## src/rtl/add_round_key_stage_pkg.sv

```systemverilog
// Shared AES-128 constants for the AddRoundKey stage and its on-the-fly key schedule.
package add_round_key_stage_pkg;

  localparam int BYTE   = 8;
  localparam int DWORD  = 32;
  localparam int LENGTH = 128;
  localparam int NR     = 10;

  typedef enum logic [0:0] {
    IDLE = 1'b0,
    RUN  = 1'b1
  } ark_state_t;

  localparam logic [7:0] SBOX [256] = '{
    8'h63, 8'h7c, 8'h77, 8'h7b, 8'hf2, 8'h6b, 8'h6f, 8'hc5, 8'h30, 8'h01, 8'h67, 8'h2b, 8'hfe, 8'hd7, 8'hab, 8'h76,
    8'hca, 8'h82, 8'hc9, 8'h7d, 8'hfa, 8'h59, 8'h47, 8'hf0, 8'had, 8'hd4, 8'ha2, 8'haf, 8'h9c, 8'ha4, 8'h72, 8'hc0,
    8'hb7, 8'hfd, 8'h93, 8'h26, 8'h36, 8'h3f, 8'hf7, 8'hcc, 8'h34, 8'ha5, 8'he5, 8'hf1, 8'h71, 8'hd8, 8'h31, 8'h15,
    8'h04, 8'hc7, 8'h23, 8'hc3, 8'h18, 8'h96, 8'h05, 8'h9a, 8'h07, 8'h12, 8'h80, 8'he2, 8'heb, 8'h27, 8'hb2, 8'h75,
    8'h09, 8'h83, 8'h2c, 8'h1a, 8'h1b, 8'h6e, 8'h5a, 8'ha0, 8'h52, 8'h3b, 8'hd6, 8'hb3, 8'h29, 8'he3, 8'h2f, 8'h84,
    8'h53, 8'hd1, 8'h00, 8'hed, 8'h20, 8'hfc, 8'hb1, 8'h5b, 8'h6a, 8'hcb, 8'hbe, 8'h39, 8'h4a, 8'h4c, 8'h58, 8'hcf,
    8'hd0, 8'hef, 8'haa, 8'hfb, 8'h43, 8'h4d, 8'h33, 8'h85, 8'h45, 8'hf9, 8'h02, 8'h7f, 8'h50, 8'h3c, 8'h9f, 8'ha8,
    8'h51, 8'ha3, 8'h40, 8'h8f, 8'h92, 8'h9d, 8'h38, 8'hf5, 8'hbc, 8'hb6, 8'hda, 8'h21, 8'h10, 8'hff, 8'hf3, 8'hd2,
    8'hcd, 8'h0c, 8'h13, 8'hec, 8'h5f, 8'h97, 8'h44, 8'h17, 8'hc4, 8'ha7, 8'h7e, 8'h3d, 8'h64, 8'h5d, 8'h19, 8'h73,
    8'h60, 8'h81, 8'h4f, 8'hdc, 8'h22, 8'h2a, 8'h90, 8'h88, 8'h46, 8'hee, 8'hb8, 8'h14, 8'hde, 8'h5e, 8'h0b, 8'hdb,
    8'he0, 8'h32, 8'h3a, 8'h0a, 8'h49, 8'h06, 8'h24, 8'h5c, 8'hc2, 8'hd3, 8'hac, 8'h62, 8'h91, 8'h95, 8'he4, 8'h79,
    8'he7, 8'hc8, 8'h37, 8'h6d, 8'h8d, 8'hd5, 8'h4e, 8'ha9, 8'h6c, 8'h56, 8'hf4, 8'hea, 8'h65, 8'h7a, 8'hae, 8'h08,
    8'hba, 8'h78, 8'h25, 8'h2e, 8'h1c, 8'ha6, 8'hb4, 8'hc6, 8'he8, 8'hdd, 8'h74, 8'h1f, 8'h4b, 8'hbd, 8'h8b, 8'h8a,
    8'h70, 8'h3e, 8'hb5, 8'h66, 8'h48, 8'h03, 8'hf6, 8'h0e, 8'h61, 8'h35, 8'h57, 8'hb9, 8'h86, 8'hc1, 8'h1d, 8'h9e,
    8'he1, 8'hf8, 8'h98, 8'h11, 8'h69, 8'hd9, 8'h8e, 8'h94, 8'h9b, 8'h1e, 8'h87, 8'he9, 8'hce, 8'h55, 8'h28, 8'hdf,
    8'h8c, 8'ha1, 8'h89, 8'h0d, 8'hbf, 8'he6, 8'h42, 8'h68, 8'h41, 8'h99, 8'h2d, 8'h0f, 8'hb0, 8'h54, 8'hbb, 8'h16
  };

  // Round constant for rounds 1..10; anything else maps to zero.
  function automatic logic [7:0] rcon(input logic [3:0] r);
    logic [7:0] rc;
    rc = 8'h00;
    case (r)
      4'd1:    rc = 8'h01;
      4'd2:    rc = 8'h02;
      4'd3:    rc = 8'h04;
      4'd4:    rc = 8'h08;
      4'd5:    rc = 8'h10;
      4'd6:    rc = 8'h20;
      4'd7:    rc = 8'h40;
      4'd8:    rc = 8'h80;
      4'd9:    rc = 8'h1b;
      4'd10:   rc = 8'h36;
      default: rc = 8'h00;
    endcase
    return rc;
  endfunction

endpackage

```

## src/rtl/add_round_key_stage_key_step.sv

```systemverilog
// One AES-128 key-schedule step: derives the next round key from the current one.
module aes_key_step
  import add_round_key_stage_pkg::*;
(
  input  logic [LENGTH-1:0] key,
  input  logic [BYTE-1:0]   rc,
  output logic [LENGTH-1:0] next_key
);

  logic [DWORD-1:0] w0, w1, w2, w3;
  logic [DWORD-1:0] rot, sub, t;
  logic [DWORD-1:0] n0, n1, n2, n3;

  assign {w0, w1, w2, w3} = key;

  assign rot = {w3[23:0], w3[31:24]};
  assign sub = {SBOX[rot[31:24]], SBOX[rot[23:16]], SBOX[rot[15:8]], SBOX[rot[7:0]]};
  assign t   = sub ^ {rc, 24'h000000};

  // Each new word chains off the one just produced.
  assign n0 = w0 ^ t;
  assign n1 = w1 ^ n0;
  assign n2 = w2 ^ n1;
  assign n3 = w3 ^ n2;

  assign next_key = {n0, n1, n2, n3};

endmodule

```

## src/rtl/add_round_key_stage.sv

```systemverilog
// Registered AddRoundKey stage with an on-the-fly AES-128 round key schedule.
// Handshake: a transfer happens on a rising edge where valid and ready are both high.
module add_round_key_stage
  import add_round_key_stage_pkg::*;
(
  input  logic              clk,
  input  logic              rst_n,
  input  logic              key_load,
  input  logic [LENGTH-1:0] key_in,
  input  logic              in_valid,
  output logic              in_ready,
  input  logic [LENGTH-1:0] in_data,
  output logic              out_valid,
  input  logic              out_ready,
  output logic [LENGTH-1:0] out_data,
  output logic [3:0]        out_round
);

  localparam logic [3:0] NR4 = 4'(NR);

  ark_state_t        state;
  logic [LENGTH-1:0] ck;
  logic [LENGTH-1:0] rk;
  logic [3:0]        rnd;

  logic [LENGTH-1:0] ks_src;
  logic [BYTE-1:0]   ks_rc;
  logic [LENGTH-1:0] ks_next;
  logic              in_fire;

  // A key load and the last round both restart the schedule from round 1.
  assign ks_src = key_load ? key_in : ((rnd == NR4) ? ck : rk);
  assign ks_rc  = (key_load || rnd == NR4) ? rcon(4'd1) : rcon(rnd + 4'd1);

  aes_key_step u_key_step (
    .key      (ks_src),
    .rc       (ks_rc),
    .next_key (ks_next)
  );

  assign in_ready = (state == RUN) && !key_load && (!out_valid || out_ready);
  assign in_fire  = in_valid && in_ready;

  always_ff @(posedge clk or negedge rst_n) begin
    if (!rst_n) begin
      state     <= IDLE;
      ck        <= '0;
      rk        <= '0;
      rnd       <= 4'd1;
      out_valid <= 1'b0;
      out_data  <= '0;
      out_round <= 4'd0;
    end else if (key_load) begin
      state     <= RUN;
      ck        <= key_in;
      rk        <= ks_next;
      rnd       <= 4'd1;
      out_valid <= 1'b0;
    end else if (in_fire) begin
      out_data  <= in_data ^ rk;
      out_round <= rnd;
      out_valid <= 1'b1;
      rk        <= ks_next;
      rnd       <= (rnd == NR4) ? 4'd1 : rnd + 4'd1;
    end else if (out_valid && out_ready) begin
      out_valid <= 1'b0;
    end
  end

endmodule

```

## config.mk

```make
export PLATFORM = sky130hd
export DESIGN_NAME = add_round_key_stage
export DESIGN_NICKNAME = d
export VERILOG_FILES = /design/src/rtl/add_round_key_stage_pkg.sv /design/src/rtl/add_round_key_stage_key_step.sv /design/src/rtl/add_round_key_stage.sv
export SDC_FILE = /design/constraint.sdc
export NUM_CORES = 2
export LEC_CHECK = 0
export ABC_AREA = 1
export CAP_MARGIN = 40
export CELL_PAD_IN_SITES_DETAIL_PLACEMENT = 1
export CELL_PAD_IN_SITES_GLOBAL_PLACEMENT = 2
export CORE_ASPECT_RATIO = 1.25
export CORE_MARGIN = 2
export CORE_UTILIZATION = 35
export CTS_CLUSTER_SIZE = 20
export DETAILED_ROUTE_END_ITERATION = 16
export DONT_BUFFER_PORTS = 1
export PLACE_DENSITY_LB_ADDON = 0.1
export SYNTH_ARGS = -nofsm -noshare
export SYNTH_HDL_FRONTEND = slang
export SYNTH_SLANG_ARGS = --single-unit
```

## constraint.sdc

```tcl
create_clock -name clk -period 4.8 [get_ports clk]
set_input_delay 0.24 -clock clk [delete_from_list [all_inputs] [get_ports clk]]
set_output_delay 0.24 -clock clk [all_outputs]
set_load 0.01 [all_outputs]
```

==> metrics <==
status finished, violations left; failing checks negative hold slack, max-slew violations; antenna violations before repair 17; Residual DRC 0; power per cell area slightly above 600 nW/µm²; Critical path origin rnd[0]$_DFFE_PN1P_; Synth-to-Final Area Change 19.9%; CP Max Fanout 16; Max clock buf depth 3; share of layout cells above drive strength 1 6.86%; worst rel slew slack -48.5%; Initial Utilization a little over a third; Hold Slack -0.634 ns; Final Non-Filler Cells between 6,000 and 7,000; placed cells 6,269; DRT Wirelength between 150,000 and 200,000 µm; sequential share of the synthesized area between 30 and 40%; Num CTS Buffers 47; first-pass GRT wire length about 270,000 µm; Hold Path Class in2async; remaining antenna violation count 0; fin crit period ~4.6 ns; Synthesized Nets roughly 5,500; worst r2r src rnd[0]$_DFFE_PN1P_; Total GRT Usage 38.4%; worst-skew pair later-pin latency ~0.64 ns; Die W between 200 and 300 µm; Die ar. ~95,000 µm²; Max VDD drop ~0.28 mV; Rows around 120; Syn Area/Cell roughly 6.2 µm²; largest net degree at the start of global routing roughly 400; number of global-route vias before repair a little over 40,000; die height ~340 µm; fin crit share between 90% and 100%; critical path arrival around 5 ns; Final Setup Violations 0; EDFF count, synth 0; post-synthesis cell type count 39; clock transition at the registers of the reported paths 0.06 ns; CTS sink cnt 394; post-synth top area share between 30% and 40%; vias 39,500; Ys Warns 0; clk root buf clkbuf_16; drt initial violations 3,649; Leak 19.0 nW; final hold violations between 300 and 400; Max Freq 0.217 GHz; Via density ~5.9; Mapped Cells 5,199; Startpoint Class register; async set-reset flop share out of synthesis 100%; wire per inst approximately 28 µm; Max Clock Skew ~0.043 ns; Placer Congestion ~1; Slew Viols, Final roughly 240; PortBufs 0; post-synthesis cell area 32,500 µm²; final core utilization between 40% and 50%; post-synth top area cell dfrtp_1; CORE AREA around 92,000 µm²; pre-CTS setup slack roughly 0.094 ns; Worst-Margin Slew 2.23 ns; quantity of hold-fixing buffers added after cts ~280; crit end category register; Final #Nets 5,722; CTS tree yes; DP HPWL approximately 140,000 µm; H-tree Lvls 2; Crit path required time about 5.3 ns; power after layout between 0.02 and 0.025 W; Max-cap violations 0; Synth Flop Type dfrtp_1; overflow left after global routing 0; setup TNS 0 ns; drt pass-1 iters 5; Worst Slack Setup Final between 0.2 and 0.25 ns; synthesized flop and latch total around 400; I/O Pins 395; WS Path Type reg2reg; Synth area leaders dfrtp_1, nand3_1, nand2_1
-- layout make-up --
| cell class | count | area (µm²) |
|---|---|---|
| inverters | 334 | 1260 |
| multi-input cells | 4141 | 20000 |
| flip-flops and latches | 394 | 9860 |
| fillers | 12000 | 52800 |
| repair buffers | 485 | 4710 |
| well taps | 1197 | 1500 |
| clock inverters | 13 | 166 |
| diodes | 12 | 30.0 |
| clock buffers | 72 | 1420 |
-- per-stage QoR --
stage | instance area [µm²] | hold WS (ns)
after floorplan | 32500 | -0.0556
after global placement | 34400 | -0.0386
after detailed placement | 34400 | -0.0430
after CTS | 38800 | -0.687
after global routing | 38900 | -0.655
final | 38900 | -0.634
-- cell families (layout without fill, tap and decap cells) --
logic type / count (synthesis) / in the layout / synth area share, %
AND/OR/NAND/NOR: 3242 / 3242 / 43.7
AO/OA/AOI/OAI: 705 / 705 / 11.4
buffers and inverters: 664 / 904 / 8.60
flip-flops: 394 / 394 / 30.4
XOR/XNOR: 136 / 136 / 3.67
adder cells (fa/ha/maj): 58 / 58 / 2.23
other: 0 / 12 / 0
-- routing by layer --
metal	part of all wire, %	track usage [%]	vias up
met3	5.2	4.89	526
li1	-	-	17800
met4	8.2	27.8	4
met1	38	43.9	19600
met5	0.0096	0	-
met2	49	66.7	1574
-- layout by cell type, fill, tap and decap left out, types with 13 or more instances in the layout --
master / instances
clkbuf_16: 48
o21ai_0: 388
buf_12: 25
nand4_1: 17
o21ai_1: 20
dfrtp_1: 393
nor2_1: 213
a21oi_1: 198
clkbuf_8: 13
nand2_1: 1512
xnor2_1: 134
a31oi_1: 59
inv_1: 322
o211ai_1: 13
buf_4: 180
ha_1: 57
dlygate4sd3_1: 277
nand3_1: 1427
nand2_2: 33
-- sequential cells by signal (all words and copies together) (netlist names) --
signal     flops
ck           128
out_data     128
out_round      4
out_valid      1
rk           128
rnd            4
state          1
-- worst max-delay path: stages (launching register included) --
cell      delay (ns)
dfstp_2         0.38
inv_1           0.18
ha_1            0.28
nand3_4         0.27
nand2_2         0.30
nand2_1         0.13
a21boi_2        0.46
ha_1            0.27
nand3_1         0.50
nand3_1         0.37
nand3_1         0.22
nand2_1         0.15
nor2_1          0.05
nor2_1          0.08
nor2_1          0.04
nand2_1         0.11
nand2_1         0.08
nand2_1         0.12
nand3_1         0.11
nand3b_1        0.12
nand3_1         0.09
nand2_1         0.08
nand2_1         0.05
-- synth_stat cells, types with 4 or more instances --
| cell | n |
|---|---|
| nand2_1 | 1521 |
| nand3_1 | 1430 |
| dfrtp_1 | 393 |
| o21ai_0 | 388 |
| inv_1 | 322 |
| nor2_1 | 213 |
| a21oi_1 | 201 |
| clkbuf_1 | 141 |
| buf_2 | 139 |
| xnor2_1 | 134 |
| a31oi_1 | 59 |
| ha_1 | 58 |
| buf_4 | 28 |
| nand2_2 | 27 |
| o21ai_1 | 25 |
| buf_1 | 19 |
| nand4_1 | 17 |
| o211ai_1 | 13 |
| or2_2 | 12 |
| inv_2 | 10 |
| nand3b_1 | 10 |
| a21oi_2 | 9 |
| a21boi_0 | 4 |
-- repair_timing --
| action | 4_1_cts | 5_1_grt |
|---|---|---|
| setup endpoints to repair | 0 | 22 |
| resized for setup | 0 | 8 |
| setup buffers | 0 | 4 |
| hold endpoints to repair | 645 | 394 |
-- where the power goes --
part / internal [W] / leakage, nW / switching (W)
sequential: 0.00439 / 4.76 / 0.00192
clock: 0.00216 / 0.781 / 0.00161
combinational: 0.00425 / 13.5 / 0.00935
-- final timing paths --
kind                                  endpoint  slack (ns)  cells past startpoint
max                         rk[20]$_DFFE_PN0P_        0.20                     22
min                          state$_DFFE_PN0P_       -0.63                      0
max reg2reg                 rk[20]$_DFFE_PN0P_        0.20                     22
min reg2reg                  state$_DFFE_PN0P_        0.46                      2
max in group asynchronous  rk[102]$_DFFE_PN0P_        3.70                      0
min in group clk            ck[11]$_DFFE_PN0P_        0.04                      2
Power figures use the tool's default switching activity.
